File: config.mk
export PLATFORM = sky130hd
export DESIGN_NAME = pc_ctrl
export DESIGN_NICKNAME = d
export VERILOG_FILES = /design/src/rtl/pc_ctrl_pkg.sv /design/src/rtl/pc_ret_stack.sv /design/src/rtl/pc_ctrl.sv
export SDC_FILE = /design/constraint.sdc
export NUM_CORES = 1
export LEC_CHECK = 0
export BUFFER_PORTS_ARGS = -buffer_cell sky130_fd_sc_hd__buf_2
export CORE_ASPECT_RATIO = 0.9
export CORE_MARGIN = 2
export CORE_UTILIZATION = 25
export DETAILED_ROUTE_END_ITERATION = 10
export PLACE_DENSITY = 0.42
export RECOVER_POWER = 100
export SYNTH_ARGS = -nofsm -noshare
export SYNTH_HDL_FRONTEND = slang
export SYNTH_SLANG_ARGS = --single-unit
File: constraint.sdc
create_clock -name clk -period 8.1 [get_ports clk]
set_input_delay 1.215 -clock clk [delete_from_list [all_inputs] [get_ports clk]]
set_output_delay 1.215 -clock clk [all_outputs]
set_load 0.005 [all_outputs]
File: src/rtl/pc_ctrl_pkg.sv
// Shared types for the fetch-stage PC sequencer.
// Optional return stack is enabled with PC_CALL_STACK_EN.
package pc_ctrl_pkg;

  typedef enum logic [1:0] {
    IDLE,
    RUN,
    HALT
  } state_t;

  typedef enum logic [2:0] {
    HOLD,
    INC,
    ABS,
    REL,
    ZERO,
    POP
  } pc_sel_t;

  localparam int STACK_DEPTH = 4;

endpackage

File: src/rtl/pc_ret_stack.sv
// Small LIFO holding return addresses for call/ret.
// Only instantiated when PC_CALL_STACK_EN is defined.
module pc_ret_stack
  import pc_ctrl_pkg::*;
#(
  parameter int W     = 10,
  parameter int DEPTH = STACK_DEPTH
) (
  input  logic         clk,
  input  logic         clr_i,
  input  logic         push_i,
  input  logic         pop_i,
  input  logic [W-1:0] data_i,
  output logic [W-1:0] data_o,
  output logic         full_o,
  output logic         empty_o
);

  localparam int AW = $clog2(DEPTH);
  localparam int CW = $clog2(DEPTH + 1);
  localparam logic [CW-1:0] FULLV = CW'(DEPTH);
  localparam logic [CW-1:0] C_ONE = CW'(1);

  logic [W-1:0]  mem_q [DEPTH];
  logic [CW-1:0] cnt_q;
  logic [CW-1:0] top;

  assign full_o  = (cnt_q == FULLV);
  assign empty_o = (cnt_q == '0);
  assign top     = cnt_q - C_ONE;
  assign data_o  = mem_q[top[AW-1:0]];

  always_ff @(posedge clk) begin
    if (clr_i) begin
      cnt_q <= '0;
    end else if (pop_i && !empty_o) begin
      cnt_q <= cnt_q - C_ONE;
    end else if (push_i && !full_o) begin
      mem_q[cnt_q[AW-1:0]] <= data_i;
      cnt_q <= cnt_q + C_ONE;
    end
  end

endmodule

File: src/rtl/pc_ctrl.sv
// Fetch-stage PC sequencer: run/halt FSM, next-PC select, cycle counter.
// Define PC_CALL_STACK_EN to add call/ret with a 4-entry return stack.
module pc_ctrl
  import pc_ctrl_pkg::*;
#(
  parameter int D      = 10,
  parameter int LUT_AW = 4,
  parameter int CNT_W  = 16
) (
  input  logic              clk,
  input  logic              reset,
  input  logic              start,
  input  logic              stall,
  input  logic              halt_req,
  input  logic              branch_en,
  input  logic              branch_rel,
  input  logic [LUT_AW-1:0] lut_idx,
  output logic [LUT_AW-1:0] lut_addr,
  input  logic [D-1:0]      lut_target,
  output logic [D-1:0]      pc,
  output logic              running,
  output logic              done,
  output logic [CNT_W-1:0]  cycle_cnt
`ifdef PC_CALL_STACK_EN
  ,
  input  logic              call,
  input  logic              ret,
  output logic              stack_err
`endif
);

  state_t           state_q, state_d;
  pc_sel_t          sel;
  logic [D-1:0]     pc_q, pc_d;
  logic [CNT_W-1:0] cnt_q, cnt_d;

`ifdef PC_CALL_STACK_EN
  logic         err_q, err_d;
  logic         push, pop;
  logic         stk_full, stk_empty;
  logic [D-1:0] stk_data;

  pc_ret_stack #(
    .W    (D),
    .DEPTH(STACK_DEPTH)
  ) u_stack (
    .clk    (clk),
    .clr_i  (reset || (sel == ZERO)),
    .push_i (push),
    .pop_i  (pop),
    .data_i (pc_q + D'(1)),
    .data_o (stk_data),
    .full_o (stk_full),
    .empty_o(stk_empty)
  );

  assign stack_err = err_q;
`endif

  always_comb begin
    state_d = state_q;
    sel     = HOLD;
`ifdef PC_CALL_STACK_EN
    err_d   = err_q;
    push    = 1'b0;
    pop     = 1'b0;
`endif
    unique case (state_q)
      IDLE, HALT: begin
        if (start) begin
          state_d = RUN;
          sel     = ZERO;
`ifdef PC_CALL_STACK_EN
          err_d   = 1'b0;
`endif
        end
      end
      RUN: begin
        priority case (1'b1)
          stall:    sel = HOLD;
          halt_req: state_d = HALT;
`ifdef PC_CALL_STACK_EN
          ret: begin
            pop = !stk_empty;
            sel = stk_empty ? INC : POP;
            if (stk_empty) err_d = 1'b1;
          end
          call: begin
            push = !stk_full;
            sel  = ABS;
            if (stk_full) err_d = 1'b1;
          end
`endif
          branch_en: sel = branch_rel ? REL : ABS;
          default:   sel = INC;
        endcase
      end
      default: state_d = IDLE;
    endcase
  end

  always_comb begin
    pc_d = pc_q;
    unique case (sel)
      INC:  pc_d = pc_q + D'(1);
      ABS:  pc_d = lut_target;
      REL:  pc_d = pc_q + lut_target;
      ZERO: pc_d = '0;
`ifdef PC_CALL_STACK_EN
      POP:  pc_d = stk_data;
`endif
      default: pc_d = pc_q;
    endcase
  end

  always_comb begin
    cnt_d = cnt_q;
    if (sel == ZERO) begin
      cnt_d = '0;
    end else if (state_q == RUN && cnt_q != '1) begin
      cnt_d = cnt_q + CNT_W'(1);
    end
  end

  always_ff @(posedge clk) begin
    if (reset) begin
      state_q <= IDLE;
      pc_q    <= '0;
      cnt_q   <= '0;
`ifdef PC_CALL_STACK_EN
      err_q   <= 1'b0;
`endif
    end else begin
      state_q <= state_d;
      pc_q    <= pc_d;
      cnt_q   <= cnt_d;
`ifdef PC_CALL_STACK_EN
      err_q   <= err_d;
`endif
    end
  end

  assign lut_addr  = lut_idx;
  assign pc        = pc_q;
  assign running   = (state_q == RUN);
  assign done      = (state_q == HALT);
  assign cycle_cnt = cnt_q;

endmodule

== Word-level counts from Yosys, hierarchy flattened ==
Cells that the tools add are included.
Storage, ports and cells
  output and inout bits: 32
  bits of input ports: 21
  logic and storage cells: 33
  register bits after elaboration: 28
Operators by class
  mux-type cells: 11
  add/subtract/negate cells: 3
  eq/ne operators: 10
  reduce and logical (&&, ||, !) cells: 6
Operator list (count)
  $pmux 10 s4: 1
  $add 16x1->16 const B: 1
  $ne 16x16->1 const B: 1
  $mux 2: 6
  $add 10x1->10 const B: 1
  $add 10x10->10: 1
  $eq 3x2->1 const B: 2
  $ne 2x2->1 const B: 3
  $pmux 3 s2: 1
  $pmux 2 s2: 1
  $reduce_bool 4->1: 1
  $reduce_or 2->1: 2
  $eq 3x1->1 const B: 1
  $eq 3x3->1 const B: 1
  $mux 3: 1
  $reduce_and 3->1: 1
  $eq 2x1->1 const B: 1
  $eq 2x2->1 const B: 1
  $logic_not 2->1: 1
  $logic_and 1x1->1: 1
  $mux 1: 1

== Longest topological paths before layout ==
  word-level depth: 7
  depth in mapped cells: 12
  mapped depth without buffers: 11

== Least setup slack after synthesis ==
Ideal clock, no wire load.
  path kind: input port to flip-flop
  start: input port halt_req
  end: register pc_q[7], in the netlist pc[7]
  stages on the path: 10
  path buffers: 1
  arrival: 3470 ps
  setup time: 119 ps
  path slack: 4512 ps
  cells stage by stage: nor2_1 -> and3_1 -> clkbuf_1 -> and2_1 -> ha_1 -> and3_1 -> a22o_1 -> a311oi_2 -> mux2_2 -> o221a_1
Between the ends
  longest elaborated chain between the ends: 5
  elaborated cells on any way between the ends: 9
  those cells by class: eq/ne (4); mux (4); reduce/logical (1)
RTL lines
  start, declared: RTL line pc_ctrl.sv:14  | input logic halt_req,
  $mux 2 * (2 in a row): RTL line pc_ctrl.sv:79  | priority case (1'b1)
  $pmux 3 s2 *: RTL line pc_ctrl.sv:68  | unique case (state_q)
  $eq 3x3->1 (tied with other cells): RTL line pc_ctrl.sv:104  | unique case (sel)
  $pmux 10 s4 / $reduce_bool 4->1 (equally long branches)
  end signal, assigned: RTL line pc_ctrl.sv:135  | pc_q <= pc_d;
  end, declared: RTL line pc_ctrl.sv:34  | logic [D-1:0] pc_q, pc_d;
Every way passes the cells marked *; elsewhere a longest branch is shown, timed or not.
A chain may end at the register's enable or synchronous reset.

== Worst setup path in the final report ==
Ends and elaborated chain as after synthesis.

==> metrics <==
Synth Flop Type dfxtp_1; largest net degree at the start of global routing 21; largest cells by area after synthesis dfxtp_1 (30%), ha_1 (6.7%), nor2_1 (6.6%), xnor2_1 (6.6%), a21oi_1 (4.5%); Die Span Y 86.06 um; Critical Path Slowest Stage Cell a311oi_1; final slew viol count 0; CTS tree yes; Critical Path RT 8290 ps; Final setup viols 0; Clock Pin Slew Worst Setup and Hold Paths 110 ps; Fillers 777; Synth Warn # 0; worst vdd ir approximately 0.093 mV; critical path cell sequence buf_2 -> nor2_1 -> and3_1 -> and2_1 -> ha_1 -> and3_1 -> a22o_1 -> a311oi_1 -> mux2_2 -> o221a_1; CTS max path bufs 2; Tcrit/Tclk final 47.10%; post_cts resized 0; Max Fclk around 0.26 GHz; drt pass-1 iters 4; Vias 1699; CP peak stage delay 470 ps; Least-Margin Pin Slew 720.7 ps; status complete, no violations; Hold WC Path Type reg -> reg; post-DR wirelength/cell 13.87 um; die area 8191 um^2; 1st-iter DRT viols 70; most frequent cells in the layout buf_2 (36), nor2_1 (33), dfxtp_1 (28), a21oi_1 (17), xnor2_1 (14); Hold Fails Final Rpt 0; Synth top area share 29.97%; post-detailed-route DRC marker count 0; CP Data Arrival Time 4010 ps; Skew-Pair Late Insertion Delay 290 ps; core area 7148 um^2; worst-path fanout max 9; Die W approximately 95 um; Power Total 0.3101 mW; first-pass GRT wire length 8066 um; CTS Root Cell clkbuf_8; vias per inst 4.827; PortBufs 44; antenna violations before repair 0; register area share after synthesis around 30%; fin crit period 3815 ps; post-synthesis register bit count 28; Max Cap Viol 0; Top delay family on crit path simple AND/OR/NAND/NOR gates; commonest non-fill, non-tap cell in the layout buf_2; GP Congestion 0.7053; Setup Crit Path Kind in -> reg; synthesis-to-layout area growth 16.12%; synthesized instance count 226; syn_nets around 260; Routed Antenna Nets 0; FFs w/ async S/R, synth 0%; Synth cell types 45; Tot GR Track Use 12.56%; cts bufs inserted 3; Post-synth EDFFs 0; setup TNS 0 ps; postcts setup bufs 0; clk sinks 28; Starting Density 26.17%; Routed Wire Length 4881 um; final net count 292; Worst slew margin 51.84%; vias in the first global route 1535; grt ovf 0; fin worst setup slack between 4000 and 5000 ps; CP Capture Type flip-flop; CP startpoint kind primary input; ANT cells 0; CTS H-tree lvls 1; Yosys top cell by area dfxtp_1; power per cell area 142.8 nW/um^2; Mean Syn Cell Area 8.277 um^2; Placement Rows 29; hold buffer count at CTS 0; cell mode on critical path and3_1; RSZ-0062 raised after global routing no; DP HPWL 3577 um; Cell Area, Synth 1871 um^2; final setup skew 7.534 ps; pre-CTS WS 4076 ps; Lkg Pwr roughly 0.93 nW; Bufs and invs on worst path 1; share of layout cells above drive strength 1 17.37%; IO Pins 53
-- worst paths after layout --
check,startpoint,end,slack [ps],cells past startpoint
setup reg to reg,state_q[0],pc[7],4850,10
setup / recovery,halt_req,pc[7],4280,10
hold reg to reg,pc[3],pc[3],520,2
hold / removal,pc[3],pc[3],520,2
-- cell usage after synthesis, drive strengths merged, types with 5 or more instances --
| cell | instances |
|---|---|
| and2 | 13 |
| clkbuf | 6 |
| a211oi | 7 |
| a21oi | 17 |
| nor2b | 5 |
| nand4 | 9 |
| and4 | 5 |
| nor3 | 6 |
| xor2 | 6 |
| ha | 10 |
| dfxtp | 28 |
| nand2 | 10 |
| buf | 8 |
| nor2 | 33 |
| xnor2 | 14 |
-- area by class of cell --
type,instances,area [um^2],area share (%)
Tap cell,93,116.4,5.357
Multi-Input combinational cell,179,1199,55.18
Clock buffer,3,41.29,1.901
Timing Repair Buffer,44,210.2,9.677
Clock inverter,1,30.03,1.382
Sequential cell,28,560.5,25.81
Inverter,4,15.01,0.6912
-- metrics by stage --
stage	hold WS [ps]	util [%]	instances	instance area, um^2
floorplan	500.1	-	226	1871
global placement	501.4	29.62	348	2117
detailed placement	500.3	29.62	348	2117
CTS	521.0	30.61	352	2188
global route	543.5	30.39	352	2172
finish	517.1	30.39	352	2172
-- state kept, by name, summed over array words and instances, names as in the netlist --
name and cells:
pc 10, state_q 2, cycle_cnt 16
-- report_power, final --
group          switching, mW  internal (mW)  total, mW
Combinational         0.0265         0.0189     0.0454
Clock                 0.0520         0.0663      0.118
Sequential           0.00433          0.142      0.146
Total                 0.0828          0.227      0.310
-- tightest hold or removal path, cell delays in order (launching register included) --
cell and delay [ps]:
dfxtp_1 340, nor2_1 100, nor3_1 50
-- cells by family (layout without fill, tap and decap cells) --
| logic type | Yosys count | in the layout | share of synthesized area (%) |
|---|---|---|---|
| AND/OR/NAND/NOR | 96 | 96 | 27.22 |
| AO/OA/AOI/OAI | 50 | 50 | 18.93 |
| flip-flops | 28 | 28 | 29.97 |
| XOR/XNOR | 20 | 20 | 9.365 |
| buffers and inverters | 19 | 52 | 5.618 |
| adder cells (fa/ha/maj) | 11 | 11 | 7.759 |
| multiplexers | 2 | 2 | 1.137 |
-- layer usage --
| layer | share of wire, % | global-route usage (%) | routed length [um] | up-vias |
|---|---|---|---|---|
| met2 | 38 | 16.84 | 1852 | 39 |
| met5 | 0 | 0 | 0 | - |
| met4 | 1.2 | 3.557 | 59 | 0 |
| li1 | - | - | - | 884 |
| met1 | 57 | 20.37 | 2775 | 771 |
| met3 | 4.0 | 1.582 | 194 | 5 |
(Power assumes the default switching activity.)
